<file path="config.mk">
export PLATFORM = sky130hd
export DESIGN_NAME = pipe_ctrl
export DESIGN_NICKNAME = d
export VERILOG_FILES = /design/src/rtl/pipe_ctrl.sv
export SDC_FILE = /design/constraint.sdc
export NUM_CORES = 1
export LEC_CHECK = 0
export ABC_AREA = 1
export CELL_PAD_IN_SITES_DETAIL_PLACEMENT = 0
export CELL_PAD_IN_SITES_GLOBAL_PLACEMENT = 1
export CORE_MARGIN = 2
export CORE_UTILIZATION = 21
export DETAILED_ROUTE_END_ITERATION = 16
export PLACE_DENSITY = 0.84
export SYNTH_ARGS = -nofsm -noshare
export SYNTH_HDL_FRONTEND = slang
export SYNTH_SLANG_ARGS = --single-unit
</file>
<file path="constraint.sdc">
create_clock -name clk -period 3.35 [get_ports clk]
set_input_delay 0.67 -clock clk [delete_from_list [all_inputs] [get_ports clk]]
set_output_delay 0.67 -clock clk [all_outputs]
set_load 0.005 [all_outputs]
</file>
<file path="src/rtl/pipe_ctrl.sv">
// Pipeline sequencing controller: stage enables, bubbles and flushes for the 5-stage core.
// Optional performance counters are built only when PIPE_CTRL_PERF_EN is defined.
module pipe_ctrl #(
  parameter int unsigned MEM_TIMEOUT = 16
) (
  input  logic        clk,
  input  logic        reset,
  input  logic [4:0]  id_rs1_index,
  input  logic [4:0]  id_rs2_index,
  input  logic        id_uses_rs1,
  input  logic        id_uses_rs2,
  input  logic        ex_is_load,
  input  logic [4:0]  ex_rgD_index,
  input  logic        ex_branch_taken,
  input  logic        m_mem_req,
  input  logic        m_mem_ready,
  output logic        pc_write,
  output logic        if_id_write,
  output logic        id_ex_write,
  output logic        ex_m_write,
  output logic        m_wb_write,
  output logic        if_id_flush,
  output logic        id_ex_flush,
  output logic        mem_wait,
  output logic        halted,
  output logic [31:0] stall_cycles,
  output logic [31:0] flush_count
);

  localparam int unsigned CW_RAW = $clog2(MEM_TIMEOUT + 1);
  localparam int unsigned CW     = (CW_RAW < 1) ? 1 : CW_RAW;
  localparam bit          TIMEOUT_EN = (MEM_TIMEOUT != 0);
  localparam logic [CW-1:0] LAST_WAIT = CW'(MEM_TIMEOUT - 1);

  typedef enum logic [1:0] {
    S_RUN,
    S_MEM_WAIT,
    S_HALT
  } state_t;

  state_t        state, state_next;
  logic [CW-1:0] wait_cnt, wait_next;
  logic          load_use;
  logic          mem_stall;

  // r0 is hardwired zero, so a load targeting it never creates a dependency.
  assign load_use = ex_is_load && (ex_rgD_index != 5'd0) &&
                    ((id_uses_rs1 && (id_rs1_index == ex_rgD_index)) ||
                     (id_uses_rs2 && (id_rs2_index == ex_rgD_index)));

  assign mem_stall = m_mem_req && !m_mem_ready;

  always_ff @(posedge clk) begin
    if (reset) begin
      state    <= S_RUN;
      wait_cnt <= '0;
    end else begin
      state    <= state_next;
      wait_cnt <= wait_next;
    end
  end

  always_comb begin
    pc_write    = 1'b1;
    if_id_write = 1'b1;
    id_ex_write = 1'b1;
    ex_m_write  = 1'b1;
    m_wb_write  = 1'b1;
    if_id_flush = 1'b0;
    id_ex_flush = 1'b0;
    mem_wait    = 1'b0;
    state_next  = state;
    wait_next   = wait_cnt;

    if (reset) begin
      pc_write    = 1'b0;
      if_id_write = 1'b0;
      id_ex_write = 1'b0;
      ex_m_write  = 1'b0;
      m_wb_write  = 1'b0;
      state_next  = S_RUN;
      wait_next   = '0;
    end else begin
      case (state)
        S_RUN, S_MEM_WAIT: begin
          if (mem_stall) begin
            pc_write    = 1'b0;
            if_id_write = 1'b0;
            id_ex_write = 1'b0;
            ex_m_write  = 1'b0;
            m_wb_write  = 1'b0;
            mem_wait    = 1'b1;
            wait_next   = wait_cnt + 1'b1;
            if (TIMEOUT_EN && (wait_cnt == LAST_WAIT))
              state_next = S_HALT;
            else
              state_next = S_MEM_WAIT;
          end else begin
            state_next = S_RUN;
            wait_next  = '0;
            // A taken branch squashes the ID instruction, so any load-use on it is moot.
            if (ex_branch_taken) begin
              if_id_flush = 1'b1;
              id_ex_flush = 1'b1;
            end else if (load_use) begin
              pc_write    = 1'b0;
              if_id_write = 1'b0;
              id_ex_flush = 1'b1;
            end
          end
        end
        default: begin
          pc_write    = 1'b0;
          if_id_write = 1'b0;
          id_ex_write = 1'b0;
          ex_m_write  = 1'b0;
          m_wb_write  = 1'b0;
          state_next  = S_HALT;
        end
      endcase
    end
  end

  assign halted = (state == S_HALT);

`ifdef PIPE_CTRL_PERF_EN
  logic load_use_bubble;

  // Only the load-use response inserts an ID/EX bubble without also flushing IF/ID.
  assign load_use_bubble = id_ex_flush && !if_id_flush;

  always_ff @(posedge clk) begin
    if (reset) begin
      stall_cycles <= '0;
      flush_count  <= '0;
    end else begin
      if (mem_wait || load_use_bubble)
        stall_cycles <= stall_cycles + 32'd1;
      if (if_id_flush)
        flush_count <= flush_count + 32'd1;
    end
  end
`else
  assign stall_cycles = '0;
  assign flush_count  = '0;
`endif

endmodule
</file>
---- Yosys cells after proc, flatten, opt, wreduce, memory -nomap -nowiden ----
Cells that the tools add are included.
W data, S select, Z words.
storage, ports and cells
  logic and storage cells ................. 46
  input bits .............................. 23
  bits in registers ....................... 7
cells by class
  bitwise gates (word level) .............. 2
  equal/unequal tests ..................... 5
  add/subtract/negate cells ............... 1
  muxes and demuxes ....................... 24
  reductions and logical operators ........ 11
operator list
  cell                   count
  $mux W1                20
  $eq A5 B5 Y1           2
  $mux W2                3
  $add A5 B1 Y5 const B  1
  $eq A5 B4 Y1 const B   1
  $logic_and A1 B1 Y1    5
  $mux W5                1
  $reduce_bool A5 Y1     1
  $reduce_or A3 Y1       1
  $eq A2 B1 Y1 const B   1
  $eq A2 B2 Y1 const B   1
  $logic_not A2 Y1       1
  $not A1 Y1             2
  $reduce_or A2 Y1       1
  $logic_not A1 Y1       1
  $logic_or A1 B1 Y1     1

---- Depth between registers and ports, before layout ----
Gate-level depths: netlist of the first run.
  word-level depth ........................ 9
  depth in mapped cells ................... 10

---- Worst setup path before layout of the first run ----
OpenSTA, ideal clock, no wires.
  path kind ............................... input to output
  start ................................... in ex_rgD_index[2]
  end ..................................... out pc_write
  required time ........................... 2.680 ns
  cell stages on the path ................. 8
  setup slack ............................. 1.363 ns
  arrival time ............................ 1.317 ns
  buffers on the path ..................... 1
  cells stage by stage .................... inv_1 nand4_1 o21ai_0 inv_1 nand2_1 nand2_1 nand2_1 buf_4
on the way
  word-level cells in the longest chain between the ends .. 9
  elaborated cells on any way between the ends .. 13
  classes of those cells .................. 2 x eq/ne; 5 x mux; 6 x reduce/logical
ends and longest elaborated chain
  what                                    line    source
  from (decl)                             13      input logic [4:0] ex_rgD_index,
  $eq A5 B5 Y1 (on tied branches)         48, 49
  $logic_and A1 B1 Y1 (on tied branches)  48, 49
  $logic_or A1 B1 Y1                      48      ((id_uses_rs1 && (id_rs1_index == ex_rgD_index)) ||
  $logic_and A1 B1 Y1 (*)                 47      assign load_use = ex_is_load && (ex_rgD_index != 5'd0) &&
  $mux W1 (*) (5 in series)               n/a
  to (decl)                               17      output logic pc_write,
Mark *: on every way between the ends. The rest lies on a longest branch, timed or not.

---- Worst setup path after layout of the first run ----
  start ................................... in reset
  end ..................................... out pc_write
on the way
  word-level cells in the longest chain between the ends .. 1
ends and longest elaborated chain
  what         line  source
  from (decl)  7     input logic reset,
  $mux W1      75    if (reset) begin
Every way passes these cells.

==> metrics, run 1 <==
syn avg cell area 6.38 um^2; crit path max fanout 6; Max Cap Viol 0; # resized after CTS 0; post-CTS setup buffer count 0; # rows 26; Synth Register Bits 7; ANT nets after route 0; fin area 1260 um^2; GPL Wtd Cong 0.818; commonest cells after routing, fill and taps aside conb_1 (64), nand2_1 (37), clkdlybuf4s50_1 (31), inv_1 (16), nor2_1 (14); Die W 75.9 um; htree depth 1; CTS Root Cell clkbuf_8; Post-Syn Instances 170; Worst Setup Start Kind input port; Hold WS 0.479 ns; Layout area overhead 16.3%; vias in the first global route 645; average routed wire per standard cell 6.87 um; Fillers 577; die height 75.9 um; initial core utilization 21.5%; CTS tree built; Final period util 89.1%; P per Cell Area 237 nW/um^2; Crit. End Element primary output; Post-Route WL 1.86 mm; layout cell share with drive strength beyond 1 7.96%; Clock Skew 0.00316 ns; ANT cells 0; CTS clk-pin slew, worst paths 0.04 ns; via count 846; LEAKAGE 0.678 nW; Unique masters post-synth 21; final design utilization 25.0%; CP Class input port to primary output; nets 227; GRT overflow 0; commonest non-fill, non-tap cell in the layout conb_1; cts bufs inserted 3; Die Area 5760 um^2; dpl cell area 1220 um^2; Inst Count DP 267; First-pass DRT Iterations 4; largest net degree at the start of global routing 7; register area share after synthesis 12.9%; max-slew violation count 0; crit path DAT 2.32 ns; setup TNS 0 ns; detailed-route vias per instance 3.12; Clk Latency, worst-skew pair 0.23 ns; core box area 5040 um^2; status complete, no violations; data required time at the worst endpoint 2.68 ns; hpwl dp 1.64 mm; Worst Hold Class register to register; Final min period 2.99 ns; first-pass GRT wire length 2.56 mm; CTS Sinks 7; Ports 96; CTS Hold Bufs 0; Highest Clock Rate 335 MHz; Synth warnings 0; VDD IR-drop max 0.000104 V; DR DRC count 0; unrepaired setup endpoints after global routing no; CTS max path bufs 2; Post-Syn Area 1080 um^2; drt first-iter violations 11; endpoints failing setup 0; PortBufs 31; Final Hold Vio Count 0; initial antenna violation count 0; post-route insts no fill 271; all-layer global routing usage 5.85%
==> area by class of cell <==
type,count,area (um^2),share of cell area (%)
clock buffer,4,45.0,3.57
multi-input combinational,137,596,47.2
sequential,7,140,11.1
timing repair buffer,31,310,24.6
inverter,22,82.6,6.55
tap,70,87.6,6.94
==> synth_stat cells (all sizes together) <==
cell	instances	area (um^2)
ha	2	25.0
nor3	1	16.3
nand3	4	20.0
o21ai	2	10.0
buf	67	503
o21bai	1	7.51
nand4	1	6.26
a21oi	1	5.00
dfxtp	7	140
nand2	40	158
xor2	1	8.76
inv	22	82.6
o32ai	1	8.76
nor2	17	76.3
or2	1	6.26
conb	1	3.75
a211oi	1	7.51
==> sequential cells by signal, indices dropped and copies added, names as in the netlist <==
signal	count
wait_cnt	5
state	2
==> report_power, final <==
group	switching [W]	internal, W
combinational	0.0000488	0.0000446
sequential	0.000000797	0.0000853
clock	0.0000370	0.0000824
==> worst max-delay path, cell delays in order <==
cell and delay, ns:
clkdlybuf4s50_1 0.54, nor3_4 0.35, nand2_1 0.14, nand2_1 0.11, clkdlybuf4s50_1 0.50
==> kinds of logic after synthesis <==
group | Yosys count | synth area share (%)
xor+xnor | 1 | 0.808
flops | 7 | 12.9
compound gates | 6 | 3.58
simple gates | 64 | 26.1
fa+ha+maj | 2 | 2.31
buf+inv | 89 | 54.0
other cells | 1 | 0.346
==> final timing paths <==
path              slack, ns                       end                      from  depth (start not counted)
setup / recovery       0.36                  pc_write                     reset                          5
hold / removal         0.48  wait_cnt[1]$_SDFFE_PP0N_  wait_cnt[1]$_SDFFE_PP0N_                          2
setup reg to reg       2.22       state[1]$_SDFF_PP0_  wait_cnt[0]$_SDFFE_PP0N_                          6
hold reg to reg        0.48  wait_cnt[1]$_SDFFE_PP0N_  wait_cnt[1]$_SDFFE_PP0N_                          2
==> metrics by stage <==
step                power [W]  worst slack, ns
floorplan            0.000189             1.36
global placement     0.000180            0.286
detailed placement   0.000180            0.304
CTS                  0.000301            0.298
global route         0.000319            0.214
finish               0.000299            0.364
==> layer usage <==
layer | track usage [%] | vias to the layer above | part of all wire [%]
met1 | 6.13 | 349 | 35
met2 | 11.5 | 49 | 54
met3 | 0.794 | 4 | 9.3
met5 | 0 | - | 0
li1 | - | 444 | -
met4 | 2.34 | 0 | 1.3
Note: power is estimated with default switching activity, not from simulation.
==> run 2: changes to the inputs <==
--- a/config.mk
+++ b/config.mk
@@ -12,6 +12,7 @@
 export CORE_UTILIZATION = 21
 export DETAILED_ROUTE_END_ITERATION = 16
 export PLACE_DENSITY = 0.84
+export SLEW_MARGIN = 25
 export SYNTH_ARGS = -nofsm -noshare
 export SYNTH_HDL_FRONTEND = slang
 export SYNTH_SLANG_ARGS = --single-unit
==> results of run 2 <==
Final layout, timing and power as in run 1 (identical DEF).
==> run 3: changes to the inputs <==
--- a/config.mk
+++ b/config.mk
@@ -6,6 +6,7 @@
 export NUM_CORES = 1
 export LEC_CHECK = 0
 export ABC_AREA = 1
+export ABC_CLOCK_PERIOD_IN_PS = 3350
 export CELL_PAD_IN_SITES_DETAIL_PLACEMENT = 0
 export CELL_PAD_IN_SITES_GLOBAL_PLACEMENT = 1
 export CORE_MARGIN = 2
==> results of run 3 <==
Final layout, timing and power as in run 1 (identical DEF).
==> variant: new RTL, flow settings as in run 1 <==
The parameter `MEM_TIMEOUT` goes from 16 to 8.
--- a/src/rtl/pipe_ctrl.sv
+++ b/src/rtl/pipe_ctrl.sv
@@ -1,7 +1,7 @@
 // Pipeline sequencing controller: stage enables, bubbles and flushes for the 5-stage core.
 // Optional performance counters are built only when PIPE_CTRL_PERF_EN is defined.
 module pipe_ctrl #(
-  parameter int unsigned MEM_TIMEOUT = 16
+  parameter int unsigned MEM_TIMEOUT = 8
 ) (
   input  logic        clk,
   input  logic        reset,
Check against the original RTL: not equivalent (Yosys sat finds a counterexample within 10 cycles, from zero or initial values and one cycle with reset high).
==> variant against run 1 <==
First-iteration DRC count grew to 4.2 times the old value. Total power is 9.7% lower. Sequential cell count shrank 1. Routed wire length fell by 12%. Clock skew is essentially flat. Non-clock buffer count is the same. Highest routed layer unchanged. Core utilization decreased by 0.21 points. Critical path type unchanged. Synthesized area is 6.8% lower. Cell area fell by 7.7%. Largest cell class unchanged. Count of clock-buffer cells in the layout down 1. Die area is 6.4% lower. Setup slack better by 12 ps.
==> variant: results (changes against run 1) <==
Outcome
  – Status: finished clean

Layout
  – Largest register by flop count: wait_cnt
  – Fill count: 521 (-9.7%)
  – Top flop regs: wait_cnt x4, state x2
  – Final net count: 218 (-4.0%)
  – Diode count: 0 (unchanged)
  – Share of cells above drive strength 1: 4.688% (-3.3 points)

Worst setup path
  – CP max stage delay: 510 ps (-30 ps)
  – Worst path slowest cell: clkdlybuf4s50_1
  – R2R setup slack: 2400 ps (+180 ps)
  – CP top delay family: buffers and inverters
  – Crit path max fanout: 6 (unchanged)

Global route
  – Pin count of the biggest net entering global routing: 7 (unchanged)
  – First-pass GRT wire length: 2380 um (-7.0%)
  – Vias in the first global route: 593 (-8.1%)
  – Initial antenna violation count: 0 (unchanged)
  – Total track usage: 5.485% (-0.36 points)

CTS
  – CTS root buffer: clkbuf_8
  – Post-CTS setup buffers: 0 (unchanged)
  – # H-tree levels: 1 (unchanged)
  – CTS resizes: 0 (unchanged)
  – CTS Buffer Depth: 2 (unchanged)
  – Clock-pin slew on the worst setup and hold paths: 40 ps (about the same)
  – Num CTS Buffers: 3 (unchanged)
  – Clk Latency, worst-skew pair: 220 ps

Pwr
  – Peak supply drop: 78.55 uV (-24%)
  – Leak pwr: 0.0006578 uW (-3.0%)

Drt
  – Drt first pass iters: 4 (unchanged)
  – Iter 0 DRT Violations: 46 (+35)
  – Drt wl/cell: 6.638 um (-3.4%)
  – DR vias/cell: 3.207 (+2.7%)
  – Post-Route WL: 1633 um (-12%)

Logic synthesis
  – Netlist cell types: 18 (-14%)
  – Sequential share of the synthesized area: 11.88% (-1.0 points)
  – Commonest cells post-synth: 67 x buf_4, 38 x nand2_1, 17 x inv_1
  – Ys async rst share: 0% (unchanged)
  – Post-Syn Instances: 162 (-4.7%)
  – Ys flop type: dfxtp_1
  – Synth Warn #: 0 (unchanged)
  – Synth top area cells: buf_4 50%, nand2_1 14%, dfxtp_1 12%

Placed design
  – Port Buf Inserts: 31 (unchanged)
  – Placed insts: 243 (-9.0%)
  – Gpl congestion: 0.7159 (-12%)
  – HPWL after DPL: 1485 um (-9.7%)

STA
  – Worst Skew: 3.234 ps (+0.07789 ps)

Worst hold path
  – Worst min path class: reg -> reg
[variant: logic make-up after synthesis]
logic type	count (synthesis)	synth area share, %
buffers and inverters	87	57.18
AND/OR/NAND/NOR	60	24.63
flip-flops	6	11.88
AO/OA/AOI/OAI	5	2.970
XOR/XNOR	2	1.733
adder cells (fa/ha/maj)	1	1.237
other	1	0.3709
[variant: final cells by class]
cell class              count  area (sq um)  area share (%)
clock buffers               3         41.29           3.548
inverters                  20         75.07           6.452
multi-input cells         132         549.3           47.20
flip-flops and latches      6         120.1           10.32
well taps                  54         67.56           5.806
repair buffers             31         310.3           26.67
[variant: metrics by stage]
step,setup WS (ps),power (uW),cell area (sq um),hold slack [ps]
3_5_place_dp,342.6,163.0,1122,476.8
6_report,375.6,270.0,1164,480.0
5_1_grt,227.2,290.2,1164,515.7
4_1_cts,339.3,273.2,1164,487.4
3_3_place_gp,333.9,162.8,1122,472.2
2_1_floorplan,1311,174.8,1247,453.4
[variant: worst paths after layout]
kind / from / end / depth (start not counted)
min: wait_cnt[1]$_SDFFE_PP0N_ / wait_cnt[1]$_SDFFE_PP0N_ / 2
max reg2reg: state[1]$_SDFF_PP0_ / wait_cnt[1]$_SDFFE_PP0N_ / 5
max: reset / if_id_write / 5
min reg2reg: wait_cnt[1]$_SDFFE_PP0N_ / wait_cnt[1]$_SDFFE_PP0N_ / 2
[variant: worst reg2reg max path: stages, from the launching register on]
cell     delay (ps)
dfxtp_1         400
inv_1           110
nand2_1         120
nor2_1           70
nand2_1          60
o21ai_0          60
[variant: routing by layer]
metal | routed length, um | track usage, % | vias to the layer above
met1 | 622 | 6.749 | 320
met4 | 11 | 2.424 | 0
met3 | 240 | 1.509 | 2
met5 | 0 | 0 | -
li1 | - | - | 411
met2 | 758 | 8.909 | 56
[variant: where the power goes]
part | switching (uW) | internal (uW) | total [uW]
Combinational | 45.3 | 43.5 | 88.8
Sequential | 0.733 | 73.5 | 74.2
Clock | 29.9 | 77.1 | 107
